==> config.mk <==
export PLATFORM = sky130hd
export DESIGN_NAME = uart_rx_param
export DESIGN_NICKNAME = d
export VERILOG_FILES = /design/src/rtl/uart_pkg.sv /design/src/rtl/uart_rx_fifo.sv /design/src/rtl/uart_rx_param.sv
export SDC_FILE = /design/constraint.sdc
export NUM_CORES = 1
export LEC_CHECK = 0
export CAP_MARGIN = 10
export CORE_MARGIN = 4
export CORE_UTILIZATION = 40
export CTS_BUF_LIST = sky130_fd_sc_hd__clkbuf_16
export DETAILED_ROUTE_END_ITERATION = 7
export MAX_ROUTING_LAYER = met4
export SLEW_MARGIN = 10
export SYNTH_ARGS = -nofsm -noshare
export SYNTH_HDL_FRONTEND = slang
export SYNTH_SLANG_ARGS = --single-unit
==> constraint.sdc <==
create_clock -name clk -period 2.6 [get_ports clk]
set_input_delay 0.39 -clock clk [delete_from_list [all_inputs] [get_ports clk]]
set_output_delay 0.39 -clock clk [all_outputs]
set_load 0.03 [all_outputs]
==> src/rtl/uart_pkg.sv <==
// Shared UART definitions: receive FSM states and FIFO entry layout {frame_err, parity_err, data}.
package uart_pkg;

    typedef enum logic [2:0] {
        RX_IDLE,
        RX_START,
        RX_DATA,
        RX_PARITY,
        RX_STOP,
        RX_STOP2,
        RX_BREAK
    } rx_state_e;

    localparam int TAG_W = 2;

    function automatic int entry_w(input int data_w);
        return data_w + TAG_W;
    endfunction

    function automatic int perr_pos(input int data_w);
        return data_w;
    endfunction

    function automatic int ferr_pos(input int data_w);
        return data_w + 1;
    endfunction

endpackage

==> src/rtl/uart_rx_fifo.sv <==
// First-word fall-through receive FIFO; head reads as zero while empty.
module uart_rx_fifo #(
    parameter int WIDTH = 10,
    parameter int DEPTH = 16
) (
    input  logic                       clk,
    input  logic                       rst,
    input  logic                       wr,
    input  logic [WIDTH-1:0]           wdata,
    input  logic                       rd,
    output logic [WIDTH-1:0]           rdata,
    output logic                       empty,
    output logic                       full,
    output logic [$clog2(DEPTH):0]     level
);
    localparam int AW = $clog2(DEPTH);
    localparam int LW = AW + 1;

    logic [WIDTH-1:0] mem [DEPTH];
    logic [AW-1:0]    wp, rp;
    logic [LW-1:0]    cnt;
    logic             do_wr, do_rd;

    // A write into a full FIFO still lands when the head is popped in the same cycle.
    assign do_rd = rd && !empty;
    assign do_wr = wr && (!full || rd);

    always_ff @(posedge clk) begin
        if (rst) begin
            wp  <= '0;
            rp  <= '0;
            cnt <= '0;
        end else begin
            if (do_wr) wp <= wp + 1'b1;
            if (do_rd) rp <= rp + 1'b1;
            case ({do_wr, do_rd})
                2'b10:   cnt <= cnt + 1'b1;
                2'b01:   cnt <= cnt - 1'b1;
                default: cnt <= cnt;
            endcase
        end
    end

    always_ff @(posedge clk) begin
        if (do_wr) mem[wp] <= wdata;
    end

    assign empty = (cnt == '0);
    assign full  = (cnt == LW'(DEPTH));
    assign level = cnt;
    assign rdata = empty ? '0 : mem[rp];

endmodule

==> src/rtl/uart_rx_param.sv <==
// Parametrised UART receiver with error-tagged FIFO.
// Define UART_RX_MAJORITY_EN for 3-sample majority voting around mid-bit.
module uart_rx_param
    import uart_pkg::*;
#(
    parameter int DATA_W     = 8,
    parameter int OVERSAMPLE = 16,
    parameter int FIFO_DEPTH = 16
) (
    input  logic                          clk,
    input  logic                          rst,
    input  logic                          acq_i,
    input  logic                          rx_i,
    input  logic                          parity_en_i,
    input  logic                          parity_odd_i,
    input  logic                          msb_first_i,
    input  logic                          two_stop_i,
    input  logic                          rd_i,
    output logic [DATA_W-1:0]             data_o,
    output logic                          parity_err_o,
    output logic                          frame_err_o,
    output logic                          empty_o,
    output logic                          full_o,
    output logic [$clog2(FIFO_DEPTH):0]   level_o,
    output logic                          overrun_o,
    input  logic                          clr_ovr_i
);
    localparam int ENTRY_W = entry_w(DATA_W);
    localparam int TW      = $clog2(OVERSAMPLE);
    localparam int BW      = $clog2(DATA_W);
    localparam int HALF    = OVERSAMPLE / 2;

    rx_state_e          state;
    logic [1:0]         sync;
    logic               rx_s, rx_d;
    logic [TW-1:0]      tick;
    logic [BW-1:0]      bit_cnt;
    logic [DATA_W-1:0]  shreg;
    logic               perr, ferr;
    logic               cfg_par, cfg_odd, cfg_msb, cfg_two;
    logic               wr;
    logic [ENTRY_W-1:0] wdata, rdata;
    logic               bit_val, sample, stop_fe, full;

    assign rx_s = sync[1];

`ifdef UART_RX_MAJORITY_EN
    // Decision waits for the third vote, one tick after the single-sample point.
    localparam int DEC_TICK = HALF;
    logic [1:0] vote;

    always_ff @(posedge clk) begin
        if (rst) begin
            vote <= 2'b11;
        end else if (acq_i) begin
            if (tick == TW'(HALF - 2)) vote[0] <= rx_s;
            if (tick == TW'(HALF - 1)) vote[1] <= rx_s;
        end
    end

    assign bit_val = (vote[0] & vote[1]) | (vote[0] & rx_s) | (vote[1] & rx_s);
`else
    localparam int DEC_TICK = HALF - 1;
    assign bit_val = rx_s;
`endif

    assign sample  = acq_i && (tick == TW'(DEC_TICK));
    assign stop_fe = !bit_val || (state == RX_STOP2 && ferr);

    always_ff @(posedge clk) begin
        if (rst) begin
            sync    <= 2'b11;
            rx_d    <= 1'b1;
            state   <= RX_IDLE;
            tick    <= '0;
            bit_cnt <= '0;
            shreg   <= '0;
            perr    <= 1'b0;
            ferr    <= 1'b0;
            cfg_par <= 1'b0;
            cfg_odd <= 1'b0;
            cfg_msb <= 1'b0;
            cfg_two <= 1'b0;
            wr      <= 1'b0;
            wdata   <= '0;
        end else begin
            sync <= {sync[0], rx_i};
            rx_d <= rx_s;
            wr   <= 1'b0;
            if (acq_i) tick <= (tick == TW'(OVERSAMPLE - 1)) ? '0 : tick + 1'b1;

            case (state)
                RX_IDLE: if (rx_d && !rx_s) begin
                    state <= RX_START;
                    tick  <= '0;
                end
                RX_START: if (sample) begin
                    if (bit_val) begin
                        state <= RX_IDLE;
                    end else begin
                        state   <= RX_DATA;
                        bit_cnt <= '0;
                        perr    <= 1'b0;
                        ferr    <= 1'b0;
                        cfg_par <= parity_en_i;
                        cfg_odd <= parity_odd_i;
                        cfg_msb <= msb_first_i;
                        cfg_two <= two_stop_i;
                    end
                end
                RX_DATA: if (sample) begin
                    shreg <= cfg_msb ? {shreg[DATA_W-2:0], bit_val}
                                     : {bit_val, shreg[DATA_W-1:1]};
                    if (bit_cnt == BW'(DATA_W - 1)) state <= cfg_par ? RX_PARITY : RX_STOP;
                    else                            bit_cnt <= bit_cnt + 1'b1;
                end
                RX_PARITY: if (sample) begin
                    perr  <= bit_val ^ (^shreg) ^ cfg_odd;
                    state <= RX_STOP;
                end
                RX_STOP, RX_STOP2: if (sample) begin
                    if (state == RX_STOP && cfg_two) begin
                        ferr  <= !bit_val;
                        state <= RX_STOP2;
                    end else begin
                        // A low final stop is a break: hold off until the line returns high.
                        wr    <= 1'b1;
                        wdata <= {stop_fe, perr, shreg};
                        ferr  <= stop_fe;
                        state <= bit_val ? RX_IDLE : RX_BREAK;
                    end
                end
                RX_BREAK: if (rx_s) state <= RX_IDLE;
                default: state <= RX_IDLE;
            endcase
        end
    end

    always_ff @(posedge clk) begin
        if (rst)                       overrun_o <= 1'b0;
        else if (wr && full && !rd_i)  overrun_o <= 1'b1;
        else if (clr_ovr_i)            overrun_o <= 1'b0;
    end

    uart_rx_fifo #(
        .WIDTH (ENTRY_W),
        .DEPTH (FIFO_DEPTH)
    ) u_fifo (
        .clk   (clk),
        .rst   (rst),
        .wr    (wr),
        .wdata (wdata),
        .rd    (rd_i),
        .rdata (rdata),
        .empty (empty_o),
        .full  (full),
        .level (level_o)
    );

    assign full_o       = full;
    assign data_o       = rdata[DATA_W-1:0];
    assign parity_err_o = rdata[perr_pos(DATA_W)];
    assign frame_err_o  = rdata[ferr_pos(DATA_W)];

endmodule

# After elaboration in Yosys (flattened, before gate mapping)
# Memory sizes are Yosys's and may differ from the RTL's. A register that Yosys moved wholly into a read port is not among the register bits.
# Index checks and enable logic that the tools add are counted.
[totals]
rom_bits = 0
in_bits = 10
mem_count = 1
out_inout_bits = 18
elab_cells = 121
register_bits = 52
latch_bits = 0
ramBits = 160
[memory_table]
columns = ["name", "depth", "width", "read_ports", "rd_clocked_by_memory_dff", "wr", "line_no", "text"]
rows = [
  ["u_fifo.mem", 16, 10, 1, 1, 1, "uart_rx_fifo.sv:19", "logic [WIDTH-1:0] mem [DEPTH];"],
]
[classes]
add_sub_neg = 6
multipliers = 0
n_reduce_logical = 31
n_div = 0
eq_ne = 21
n_mux = 38
bitwise_logic = 6
n_shift = 0
n_lt_le_gt_ge = 0
[op_table]
columns = ["op", "count"]
rows = [
  ["2-to-1 mux 3 bit", 14],
  ["2-to-1 mux 4 bit", 6],
  ["inequality test 2 bit, second input constant", 9],
  ["one-hot mux 3 bit (6 select lines)", 1],
  ["adder 4 x 1 -> 4 bit, second input constant", 3],
  ["equality test 3 bit, second input constant", 4],
  ["2-to-1 mux 1 bit", 10],
  ["2-to-1 mux 10 bit", 1],
  ["one-hot mux 5 bit (2 select lines)", 1],
  ["nonzero test 2 bit", 5],
  ["logical AND 1 bit", 8],
  ["2-to-1 mux 8 bit", 1],
  ["AND reduction 4 bit", 2],
  ["XOR reduction 8 bit", 1],
  ["AND reduction 7 bit", 1],
  ["equality test 3 x 2 -> 1 bit, second input constant", 2],
  ["one-hot mux 3 bit (2 select lines)", 1],
  ["AND reduction 3 bit", 2],
  ["adder 5 x 1 -> 5 bit, second input constant", 1],
  ["equality test 5 bit, second input constant", 1],
  ["logical NOT 5 bit", 1],
  ["AND reduction 5 bit", 1],
  ["subtractor 5 x 1 -> 5 bit, second input constant", 1],
  ["equality test 4 x 3 -> 1 bit, second input constant", 1],
  ["15 further kinds", 24],
]

# Logic depth before layout (Yosys ltp)
# Gate-level depths: netlist of run 1.
[logic_depth]
ltp_word = 6
mapped_depth = 12
depth_no_buf = 11

# Cells and area by module
# Synthesis of run 1 repeated with hierarchy kept, for this count alone.
[unflattened]
hier_cells = 581
hier_area_um2 = 9116.2
[by_module_without_submodules]
columns = ["module", "seq_area_each_um2", "area_each_um2", "n_inst", "cells_per_inst"]
rows = [
  ["uart_rx_fifo", 5144.9, 7241.9, 1, 383],
  ["uart_rx_param", 780.7, 1874.3, 1, 198],
]

# Worst setup path after synthesis of run 1
# OpenSTA, ideal clock, no wires.
[synth_timing]
kind = "register to register"
start = "register u_fifo.cnt[1], in the netlist u_fifo.level[1]"
end = "register u_fifo.cnt[4], in the netlist u_fifo.level[4]"
n_path_buf = 1
period_less_slack_ns = 3.001
setup_ns = 0.071
path_slack_ns = -0.401
t_required_ns = 2.529
path_stages_with_launch = 12
t_arrival_ns = 2.931
path_cell_list = "dfxtp_1 -> buf_2 -> nor4_1 -> a21oi_1 -> ha_1 -> xor2_1 -> ha_1 -> a211o_1 -> a21oi_1 -> a221oi_1 -> or3_1 -> a21oi_1"
[synth_between]
elab_chain_cells = 6
word_cells_on_any_way = 13
classes_between = "add/sub: 2; eq/ne: 3; mux: 1; reduce/logical: 7"
[synth_rtl]
columns = ["element", "line_no", "text"]
rows = [
  ["start, declared", "uart_rx_fifo.sv:21", "logic [LW-1:0] cnt;"],
  ["start signal, assigned", "uart_rx_fifo.sv:37", "2'b10: cnt <= cnt + 1'b1;"],
  ["start signal, assigned", "uart_rx_fifo.sv:38", "2'b01: cnt <= cnt - 1'b1;"],
  ["start signal, assigned", "uart_rx_fifo.sv:39", "default: cnt <= cnt;"],
  ["equality test 5 bit", "uart_rx_fifo.sv:49", "assign full = (cnt == LW'(DEPTH));"],
  ["logical NOT 1 bit", "uart_rx_fifo.sv:26", "assign do_wr = wr && (!full || rd);"],
  ["logical OR 1 bit", "uart_rx_fifo.sv:26", ""],
  ["logical AND 1 bit", "uart_rx_fifo.sv:26", ""],
  ["equality test 2 x 1 -> 1 bit or equality test 2 bit (tied branches)", "uart_rx_fifo.sv:36", "case ({do_wr, do_rd})"],
  ["one-hot mux 5 bit (2 select lines) or nonzero test 2 bit (tied branches)", "--", ""],
]
# Parallel ways exist; a longest one is shown, timed or not.
# A chain may end at the register's enable or synchronous reset.

==> results of run 1 <==
[synthesized netlist by cell type, types with 10 or more instances]
library cell	instances	area, µm²
edfxtp_1	160	4805
nor2_1	60	225.2
dfxtp_1	56	1121
mux4_1	31	814.5
mux2i_1	26	260.3
mux4_2	19	427.9
a21oi_1	18	90.09
nand2_1	17	63.81
clkbuf_1	16	60.06
nand2b_1	13	81.33
ha_1	12	150.1
xnor2_1	12	105.1
inv_1	10	37.54
nor2b_4	10	137.6
[power by group through the flow]
stage                     sequential, µW  combinational, µW  clock [µW]
after floorplan                     3750               92.7           0
after global placement              3770               99.6           0
after detailed placement            3770                102           0
after CTS                           3690                103        3440
after global routing                3690                115        3620
final                               3690                102        3360
[final cells by class]
type / instances / area [µm²]
clock buffers: 24 / 600.6
clock inverters: 18 / 191.4
fillers: 1879 / 11230
inverters: 10 / 37.54
multi-input cells: 291 / 2923
flip-flops and latches: 216 / 5937
well taps: 280 / 350.3
repair buffers: 75 / 760.7
[layer usage]
metal / GRT usage / vias to the layer above
li1: - / 2270
met1: 0.2211 / 2502
met2: 0.2555 / 165
met3: 0.03126 / 46
met4: 0.04387 / 0
met5: - / -
[final timing paths]
path / cells past startpoint / slack (ns) / to
worst max-delay path: 6 / -0.32 / data_o[7]
worst max register to register: 10 / 0.12 / u_fifo.level[4]$_SDFFE_PP0P_
worst min register to register: 1 / 0.41 / sync[1]$_SDFF_PP1_
worst min-delay path: 2 / 0.40 / cfg_two$_SDFFE_PP0P_
[per-stage QoR]
step | cells | setup TNS, ns | instance area (µm²) | hold WS (ns) | setup WS, ns
after global placement | 863 | -1.326 | 9867 | 0.3943 | -0.1725
after floorplan | 549 | 0 | 9071 | 0.3895 | 0.04887
after CTS | 912 | -3.074 | 10740 | 0.3912 | -0.3556
after global routing | 914 | -3.487 | 10800 | 0.4227 | -0.3902
after detailed placement | 863 | -1.500 | 9867 | 0.3970 | -0.1905
final | 914 | -2.666 | 10800 | 0.4042 | -0.3153
[sequential cells by signal, indices dropped and copies added, names as in the netlist, named ones only]
name,cells
cfg_odd,1
u_fifo.rp,4
perr,1
wr,1
u_fifo.mem,160
sync,2
cfg_par,1
shreg,8
state,3
cfg_two,1
rx_d,1
ferr,1
tick,4
u_fifo.level,5
wdata,10
bit_cnt,3
cfg_msb,1
u_fifo.wp,4
overrun_o,1
[cell usage in the layout, fill, tap and decap left out, types with 5 or more instances in the layout]
| cell type | instances |
|---|---|
| a211oi_1 | 8 |
| nand2b_1 | 13 |
| xnor2_1 | 12 |
| mux2i_1 | 26 |
| nor2_1 | 60 |
| xor2_1 | 7 |
| nand2_1 | 17 |
| dfxtp_1 | 51 |
| inv_1 | 11 |
| buf_4 | 39 |
| mux4_1 | 19 |
| clkbuf_16 | 24 |
| buf_6 | 6 |
| clkinv_1 | 5 |
| mux4_2 | 31 |
| buf_12 | 8 |
| a21oi_1 | 15 |
| edfxtp_1 | 160 |
| ha_1 | 9 |
| nor2b_4 | 10 |
| o21ai_0 | 8 |
| clkdlybuf4s50_1 | 15 |
[what timing repair did]
action / CTS / global route
endpoints found under the setup margin: 10 / 12
gates resized for setup: 63 / 15
gates cloned: 2 / 0
pin swaps: 0 / 10
buffers inserted: 5 / 2
hold buffers: 0 / 0
[kinds of logic after synthesis]
logic type | Yosys count | synth area share
flops | 216 | 0.6558
simple gates | 128 | 0.07782
mux | 76 | 0.1663
compound gates | 55 | 0.03988
buf+inv | 42 | 0.02423
xor+xnor | 20 | 0.01939
fa+ha+maj | 12 | 0.01662
==> results.sh, run 1 <==
export IMPL_grt_pass1_vias=5076
export IMPL_finalHoldViolCount=0
export IMPL_n_antenna_cell=0
export IMPL_route_vias_total=4983
export IMPL_ys_seq_elements=216
export IMPL_gp_congestion=0.7891
export IMPL_io_pins=28
export IMPL_area_delta_synth_final_pct=19.52
export IMPL_fmaxAchievable_mhz=343.0
export IMPL_rsz0062_at_grt="true"
export IMPL_p_comb_frac=0.014
export IMPL_max_stage_delay_ns=0.53
export IMPL_avgSynthCellArea_um2=16.46
export IMPL_setup_viol=10
export IMPL_setup_slack_ns=-0.3153
export IMPL_leakage_uw=0.003305
export IMPL_vias_per_cell=5.452
export IMPL_drc=0
export IMPL_die_area_mm2=0.02506
export IMPL_clockBufferDepth=3
export IMPL_p_int_uw=5788
export IMPL_hold_path_class="input port to flop"
export IMPL_dieHeight_um=158.3
export IMPL_switching_share=0.1908
export IMPL_insertion_delay_ns=0.50
export IMPL_critPathKind="flop to output pin"
export IMPL_initial_core_util=0.4102
export IMPL_wl_per_cell_um=21.00
export IMPL_synth_distinct_cells=52
export IMPL_top_layer_used="met4"
export IMPL_netlist_area_mm2=0.009036
export IMPL_synth_edf_count=160
export IMPL_critPathRequiredTime_ns=2.21
export IMPL_p_sw_uw=1365
export IMPL_drt_iter0_drc=386
export IMPL_startpoint_type="flop"
export IMPL_synthFlopType="edfxtp_1"
export IMPL_grt_overflow=0
export IMPL_period_needed_ns=2.915
export IMPL_track_usage=0.1631
export IMPL_cts_root_buf="clkbuf_16"
export IMPL_relSlewSlack=0.5600
export IMPL_grt_pass1_wl_um=29960
export IMPL_seq_power_share=0.516
export IMPL_path_clk_slew_ns=0.06
export IMPL_wl_met1_um=8507
export IMPL_slowest_stage="mux4_2"
export IMPL_ys_seq_area_frac=0.6558
export IMPL_dpl_hpwl_um=11680
export IMPL_numCtsBuffers=23
export IMPL_drt_pass1_iter_count=4
export IMPL_cp_top_family="multiplexers"
export IMPL_path_cells="buf_12 -> buf_8 -> mux4_2 -> mux4_2 -> nor2b_4 -> buf_6"
export IMPL_pwr_share_clk=0.469
export IMPL_grt_max_degree=35
export IMPL_fin_skew_ns=0.007862
export IMPL_tritoncts="built"
export IMPL_core_area_mm2=0.02203
export IMPL_antenna_left=0
export IMPL_antenna_found_initial=0
export IMPL_max_slew_worst_pin_slew_ns=0.6600
export IMPL_status="finished with violations"
export IMPL_hp_start="rst"
export IMPL_die_width_um=158.3
export IMPL_drive_gt1_frac=0.2508
export IMPL_end_kind="output pin"
export IMPL_post_route_util=0.4903
export IMPL_critPathMaxFanout=6
export IMPL_rows=54
export IMPL_wl_met3_um=1080
export IMPL_p_total_uw=7153
export IMPL_cap_violations=0
export IMPL_syn_nets=571
export IMPL_clock_sinks=216
export IMPL_nets=639
export IMPL_wirelength_um=19200
export IMPL_fin_crit_sh=1.121
export IMPL_synth_async_reset_ratio=0
export IMPL_power_per_cell_area_mw_per_mm2=662.3
export IMPL_cp_num_buf_inv=3
export IMPL_synthCells=549
export IMPL_cpMostUsedCell="mux4_2"
export IMPL_r2r_start="u_fifo.level[3]$_SDFFE_PP0P_"
export IMPL_wl_met2_um=9064
export IMPL_ys_warn_count=0
export IMPL_violations="setup timing"
export IMPL_io_buffer_count=27
export IMPL_h_tree_depth=1
export IMPL_ir_drop_mv=0.5500
export IMPL_slew_violations=0
export IMPL_cp_arrival_ns=2.53
Note: power is estimated with default switching activity, not from simulation.
==> run 2: changes to the inputs <==
==> constraint.sdc (replaced) <==
create_clock -name clk -period 2.39 [get_ports clk]
set_input_delay 0.3585 -clock clk [delete_from_list [all_inputs] [get_ports clk]]
set_output_delay 0.3585 -clock clk [all_outputs]
set_load 0.03 [all_outputs]
==> run 2 against run 1 <==
The flow still finishes with violations (setup timing). Power grew 1.8%. Via count increased by 0.42%. Worst hold slack got worse by 0.095 ns. Wire length is 1.6% lower. Clock power decreased by 6.3%. Register-to-register slack lost 0.06 ns. Cell area down 0.42%. Sequential share of layout area grew 0.25 points. Cell count rose by 0.66%. Clock skew increased by 0.013 ns. Critical path type unchanged. Critical endpoint is now data_o[5]. Largest cell class unchanged.
==> results.sh, run 2 (synthesis results as in run 1) <==
export IMPL_fin_crit_sh=1.195
export IMPL_critPathMaxFanout=5
export IMPL_cap_violations=0
export IMPL_reg2reg_setup_slack_ns=0.06
export IMPL_drive_gt1_frac=0.2641
export IMPL_h_tree_depth=1
export IMPL_dieHeight_um=158.3
export IMPL_nets=645
export IMPL_route_vias_total=5004
export IMPL_final_area_mm2=0.01076
export IMPL_drt_pass1_iter_count=4
export IMPL_path_clk_slew_ns=0.06
export IMPL_fillerInstances=1859
export IMPL_end_kind="output pin"
export IMPL_post_route_util=0.4883
export IMPL_p_comb_frac=0.015
export IMPL_grt_pass1_vias=4961
export IMPL_tritoncts="built"
export IMPL_setup_viol=10
export IMPL_status="finished with violations"
export IMPL_max_stage_delay_ns=0.48
export IMPL_grt_max_degree=41
export IMPL_rows=54
export IMPL_fmaxAchievable_mhz=350.0
export IMPL_wl_per_cell_um=20.54
export IMPL_io_pins=28
export IMPL_core_area_mm2=0.02203
export IMPL_relSlewSlack=0.5897
export IMPL_p_total_uw=7286
export IMPL_seq_power_share=0.552
export IMPL_dpl_hpwl_um=11380
export IMPL_initial_core_util=0.4102
export IMPL_top_regs="u_fifo.mem (160), wdata (10), shreg (8)"
export IMPL_slew_violations=0
export IMPL_numCtsBuffers=23
export IMPL_r2r_cells=12
export IMPL_hold_path_class="input port to flop"
export IMPL_switching_share=0.2047
export IMPL_grt_pass1_wl_um=29260
export IMPL_critPathRequiredTime_ns=2.03
export IMPL_r2r_start="u_fifo.level[3]$_SDFFE_PP0P_"
export IMPL_drt_iter0_drc=329
export IMPL_pwr_share_clk=0.433
export IMPL_cp_arrival_ns=2.50
export IMPL_n_antenna_cell=0
export IMPL_power_per_cell_area_mw_per_mm2=677.4
export IMPL_holdPathStages=2
export IMPL_path_cells="buf_12 -> buf_12 -> buf_8 -> mux4_2 -> mux4_2 -> nor2b_4 -> buf_6"
export IMPL_critPathKind="flop to output pin"
export IMPL_drc=0
export IMPL_die_area_mm2=0.02506
export IMPL_period_needed_ns=2.857
export IMPL_wirelength_um=18900
export IMPL_antenna_left=0
export IMPL_insertion_delay_ns=0.52
export IMPL_finalHoldViolCount=0
export IMPL_holdPathEnd="wdata[7]$_SDFFE_PP0P_"
export IMPL_die_width_um=158.3
export IMPL_slowest_stage="mux4_2"
export IMPL_cts_root_buf="clkbuf_16"
export IMPL_track_usage=0.1576
export IMPL_cts_hold_buf=0
export IMPL_final_cell_mix="edfxtp_1 (160), nor2_1 (60), dfxtp_1 (51), mux4_2 (46), buf_4 (39)"
export IMPL_final_common_cell="edfxtp_1"
export IMPL_p_sw_uw=1491
export IMPL_rsz0062_at_grt="true"
export IMPL_leakage_uw=0.003319
export IMPL_fin_skew_ns=0.02080
export IMPL_ir_drop_mv=0.6232
export IMPL_grt_overflow=0
export IMPL_timing_rr_end="u_fifo.level[4]$_SDFFE_PP0P_"
export IMPL_antenna_found_initial=0
export IMPL_hp_start="rst"
export IMPL_top_register="u_fifo.mem"
export IMPL_largest_reg_flops=160
export IMPL_p_int_uw=5794
export IMPL_setup_slack_ns=-0.4667
export IMPL_gp_congestion=0.7732
export IMPL_io_buffer_count=27
export IMPL_startpoint_type="flop"
export IMPL_placed_area_mm2=0.009915
export IMPL_violations="setup timing"
export IMPL_area_delta_synth_final_pct=19.03
export IMPL_clockBufferDepth=3
export IMPL_clock_sinks=216
export IMPL_setup_tns_ns=-4.278
export IMPL_max_slew_worst_pin_slew_ns=0.6147
export IMPL_vias_per_cell=5.439
[run 2: changes by cell type in the layout (fill, tap and decap cells not counted), sizes merged]
cell / previous run / this run
dlygate4sd2: 0 / 1
clkdlybuf4s50: 15 / 14
clkinv: 10 / 6
clkinvlp: 1 / 0
bufinv: 4 / 0
inv: 13 / 23
clkbuf: 24 / 23
buf: 60 / 66
[run 2: worst max-delay path by stage]
stage | endpoint | from
after floorplan | u_fifo.level[4]$_SDFFE_PP0P_ | u_fifo.level[0]$_SDFFE_PP0P_
final | data_o[5] | flop
after detailed placement | data_o[1] | flop
after global routing | data_o[5] | flop
after CTS | data_o[5] | flop
after global placement | data_o[1] | flop
[run 2: critical path: cells and delay by family (launching register included)]
family	cells	cell delay [ns]
muxes	2	0.95
DFF	1	0.40
and+or+nand+nor	1	0.14
buffers and inverters	4	0.51
[run 2: repair_timing]
item | in CTS | in global routing
pin swaps | 1 | 4
gates cloned | 5 | 0
endpoints found under the setup margin | 12 | 11
setup buffers | 6 | 3
gates resized for setup | 105 | 6
[run 2: power by group through the flow]
| stage | Clock, µW | Combinational (µW) | Sequential (µW) |
|---|---|---|---|
| 2_1_floorplan | 0 | 101 | 4070 |
| 3_3_place_gp | 0 | 107 | 4100 |
| 3_5_place_dp | 0 | 112 | 4100 |
| 4_1_cts | 3230 | 113 | 4020 |
| 5_1_grt | 3400 | 123 | 4020 |
| 6_report | 3150 | 113 | 4020 |
[run 2: metrics by stage]
stage / instances / worst slack, ns / hold WS [ns]
2_1_floorplan: 549 / -0.004806 / 0.3895
3_3_place_gp: 865 / -0.3804 / 0.3924
3_5_place_dp: 865 / -0.4033 / 0.3994
4_1_cts: 917 / -0.4907 / 0.3004
5_1_grt: 920 / -0.5434 / 0.3460
6_report: 920 / -0.4667 / 0.3094
[run 2: final cells by class]
class                   count  area [µm²]  area share
clock inverters            19       93.84    0.008725
repair buffers             81       903.4     0.08399
clock buffers              23       575.6     0.05351
well taps                 280       350.3     0.03257
multi-input cells         291        2855      0.2655
flip-flops and latches    216        5939      0.5522
inverters                  10       37.54    0.003490
[run 2: routing by layer]
metal,track usage,vias up,share of wire
met1,0.2202,2548,0.45
met4,0.03168,0,0.016
met3,0.02392,27,0.057
met2,0.2496,164,0.48
met5,-,-,0
li1,-,2265,-
==> run 3: changes to the inputs <==
--- a/config.mk
+++ b/config.mk
@@ -11,6 +11,7 @@
 export CTS_BUF_LIST = sky130_fd_sc_hd__clkbuf_16
 export DETAILED_ROUTE_END_ITERATION = 7
 export MAX_ROUTING_LAYER = met4
+export SETUP_SLACK_MARGIN = 0.5
 export SLEW_MARGIN = 10
 export SYNTH_ARGS = -nofsm -noshare
 export SYNTH_HDL_FRONTEND = slang
==> run 3 against run 2 <==
Power up 4.2%. Fmax increased by 2.6%. Clock skew down 0.0095 ns. First-iteration DRC count is 12% higher. Flip-flop and latch count unchanged. The run still ends with setup timing left. Non-clock buffer count rose by 17.
==> results.sh, run 3 (synthesis results as in run 1) <==
export IMPL_grt_pass1_wl_um=29750
export IMPL_cp_top_family="multiplexers"
export IMPL_drive_gt1_frac=0.3425
export IMPL_cp_num_buf_inv=3
export IMPL_setup_slack_ns=-0.3939
export IMPL_io_buffer_count=27
export IMPL_path_depth=6
export IMPL_largest_reg_flops=160
export IMPL_switching_share=0.1939
export IMPL_gp_congestion=0.8009
export IMPL_startpoint_type="flop"
export IMPL_ir_drop_mv=0.4684
export IMPL_final_cell_mix="edfxtp_1 (160), nor2_1 (56), mux4_2 (50), dfxtp_1 (47), buf_4 (40)"
export IMPL_fin_skew_ns=0.01131
export IMPL_end_kind="output pin"
export IMPL_critPathRequiredTime_ns=2.03
export IMPL_path_cells="buf_6 -> buf_12 -> mux4_2 -> mux4_2 -> nor2b_4 -> buf_6"
export IMPL_h_tree_depth=1
export IMPL_r2r_start="u_fifo.level[0]$_SDFFE_PP0P_"
export IMPL_period_needed_ns=2.784
export IMPL_clockBufferDepth=3
export IMPL_wl_per_cell_um=20.53
export IMPL_max_stage_delay_ns=0.51
export IMPL_post_route_util=0.5069
export IMPL_grt_pass1_vias=5135
export IMPL_numCtsBuffers=23
export IMPL_drt_iter0_drc=370
export IMPL_path_clk_slew_ns=0.06
export IMPL_clock_sinks=216
export IMPL_fillerInstances=1805
export IMPL_fmaxAchievable_mhz=359.2
export IMPL_antenna_found_initial=0
export IMPL_hold_path_class="input port to flop"
export IMPL_drt_pass1_iter_count=4
export IMPL_nets=662
export IMPL_seq_power_share=0.530
export IMPL_antenna_left=0
export IMPL_top_register="u_fifo.mem"
export IMPL_cp_arrival_ns=2.43
export IMPL_p_comb_frac=0.016
export IMPL_timing_rr_end="u_fifo.level[4]$_SDFFE_PP0P_"
export IMPL_status="finished with violations"
export IMPL_relSlewSlack=0.5190
export IMPL_n_antenna_cell=0
export IMPL_final_cells=937
export IMPL_slowest_stage="mux4_2"
export IMPL_cts_hold_buf=0
export IMPL_finalHoldViolCount=0
export IMPL_vias_per_cell=5.343
export IMPL_tritoncts="built"
export IMPL_route_vias_total=5006
export IMPL_critPathCapture="data_o[0]"
export IMPL_dpl_hpwl_um=11740
export IMPL_setup_tns_ns=-3.827
export IMPL_setup_viol=11
export IMPL_fin_crit_sh=1.165
export IMPL_leakage_uw=0.003503
export IMPL_r2r_cells=12
export IMPL_insertion_delay_ns=0.50
export IMPL_cts_root_buf="clkbuf_16"
export IMPL_grt_overflow=0
export IMPL_max_slew_worst_pin_slew_ns=0.7215
export IMPL_place_ws_ns=-0.3429
export IMPL_slew_violations=0
export IMPL_p_int_uw=6121
export IMPL_track_usage=0.1605
export IMPL_pwr_share_clk=0.454
export IMPL_dp_cells=869
export IMPL_die_area_mm2=0.02506
export IMPL_top_regs="u_fifo.mem (160), wdata (10), shreg (8)"
export IMPL_critPathMaxFanout=5
export IMPL_violations="setup timing"
export IMPL_cap_violations=0
export IMPL_power_per_cell_area_mw_per_mm2=680.1
export IMPL_p_sw_uw=1473
export IMPL_final_common_cell="edfxtp_1"
export IMPL_initial_core_util=0.4102
export IMPL_reg2reg_setup_slack_ns=-0.05
export IMPL_area_delta_synth_final_pct=23.57
export IMPL_dieHeight_um=158.3
export IMPL_io_pins=28
export IMPL_critPathKind="flop to output pin"
export IMPL_core_area_mm2=0.02203
export IMPL_rows=54
export IMPL_die_width_um=158.3
export IMPL_rsz0062_at_grt="true"
export IMPL_grt_max_degree=41
export IMPL_wirelength_um=19240
export IMPL_drc=0
-- run 3: changes by cell type in the layout (fill, tap and decap cells not counted), moves of 5 or more --
cell | before | now
buf_6 | 11 | 26
inv_1 | 21 | 13
clkdlybuf4s50_1 | 14 | 8
dlygate4sd2_1 | 1 | 6
-- run 3: cell type report --
| class | count | area (µm²) | area share |
|---|---|---|---|
| clock inverter | 19 | 166.4 | 0.01490 |
| sequential | 216 | 5944 | 0.5324 |
| timing repair buffer | 98 | 1116 | 0.09996 |
| multi-input combinational | 291 | 2975 | 0.2665 |
| inverter | 10 | 37.54 | 0.003362 |
| clock buffer | 23 | 575.6 | 0.05155 |
| tap | 280 | 350.3 | 0.03138 |
-- run 3: metal layers --
metal,up-vias,share of wire,track usage
li1,2298,-,-
met2,132,0.49,0.2565
met1,2533,0.44,0.2156
met4,0,0.027,0.04387
met3,43,0.045,0.02637
met5,-,0,-
-- run 3: power by group through the flow --
stage	Clock [µW]	Sequential (µW)	Combinational, µW
4_1_cts	3530	4020	111
3_3_place_gp	0	4100	106
5_1_grt	3690	4030	133
3_5_place_dp	0	4100	108
6_report	3440	4030	121
2_1_floorplan	0	4070	101
-- run 3: worst min-delay path by stage --
stage                        from                        end  slack [ns]  cells past startpoint
3_3_place_gp   sync[0]$_SDFF_PP1_         sync[1]$_SDFF_PP1_        0.39                      1
6_report                      rst       cfg_two$_SDFFE_PP0P_        0.40                      2
2_1_floorplan  sync[0]$_SDFF_PP1_         sync[1]$_SDFF_PP1_        0.39                      1
5_1_grt                      rx_i         sync[0]$_SDFF_PP1_        0.41                      2
3_5_place_dp   sync[0]$_SDFF_PP1_         sync[1]$_SDFF_PP1_        0.40                      1
4_1_cts                       rst  u_fifo.wp[0]$_SDFFE_PP0P_        0.38                      2
-- run 3: per-stage QoR --
step	total power (µW)	cell area, µm²	hold WS [ns]
after floorplan	4175	9027	0.3895
after global placement	4204	9899	0.3930
after detailed placement	4208	9899	0.3968
after CTS	7661	10960	0.3787
after global routing	7856	11170	0.4080
final	7594	11170	0.4011
-- run 3: repair_timing --
action | in CTS | in global routing
gates resized for setup | 102 | 32
pin swaps | 4 | 12
gates cloned | 4 | 2
setup endpoints to repair | 39 | 64
buffers inserted | 17 | 3
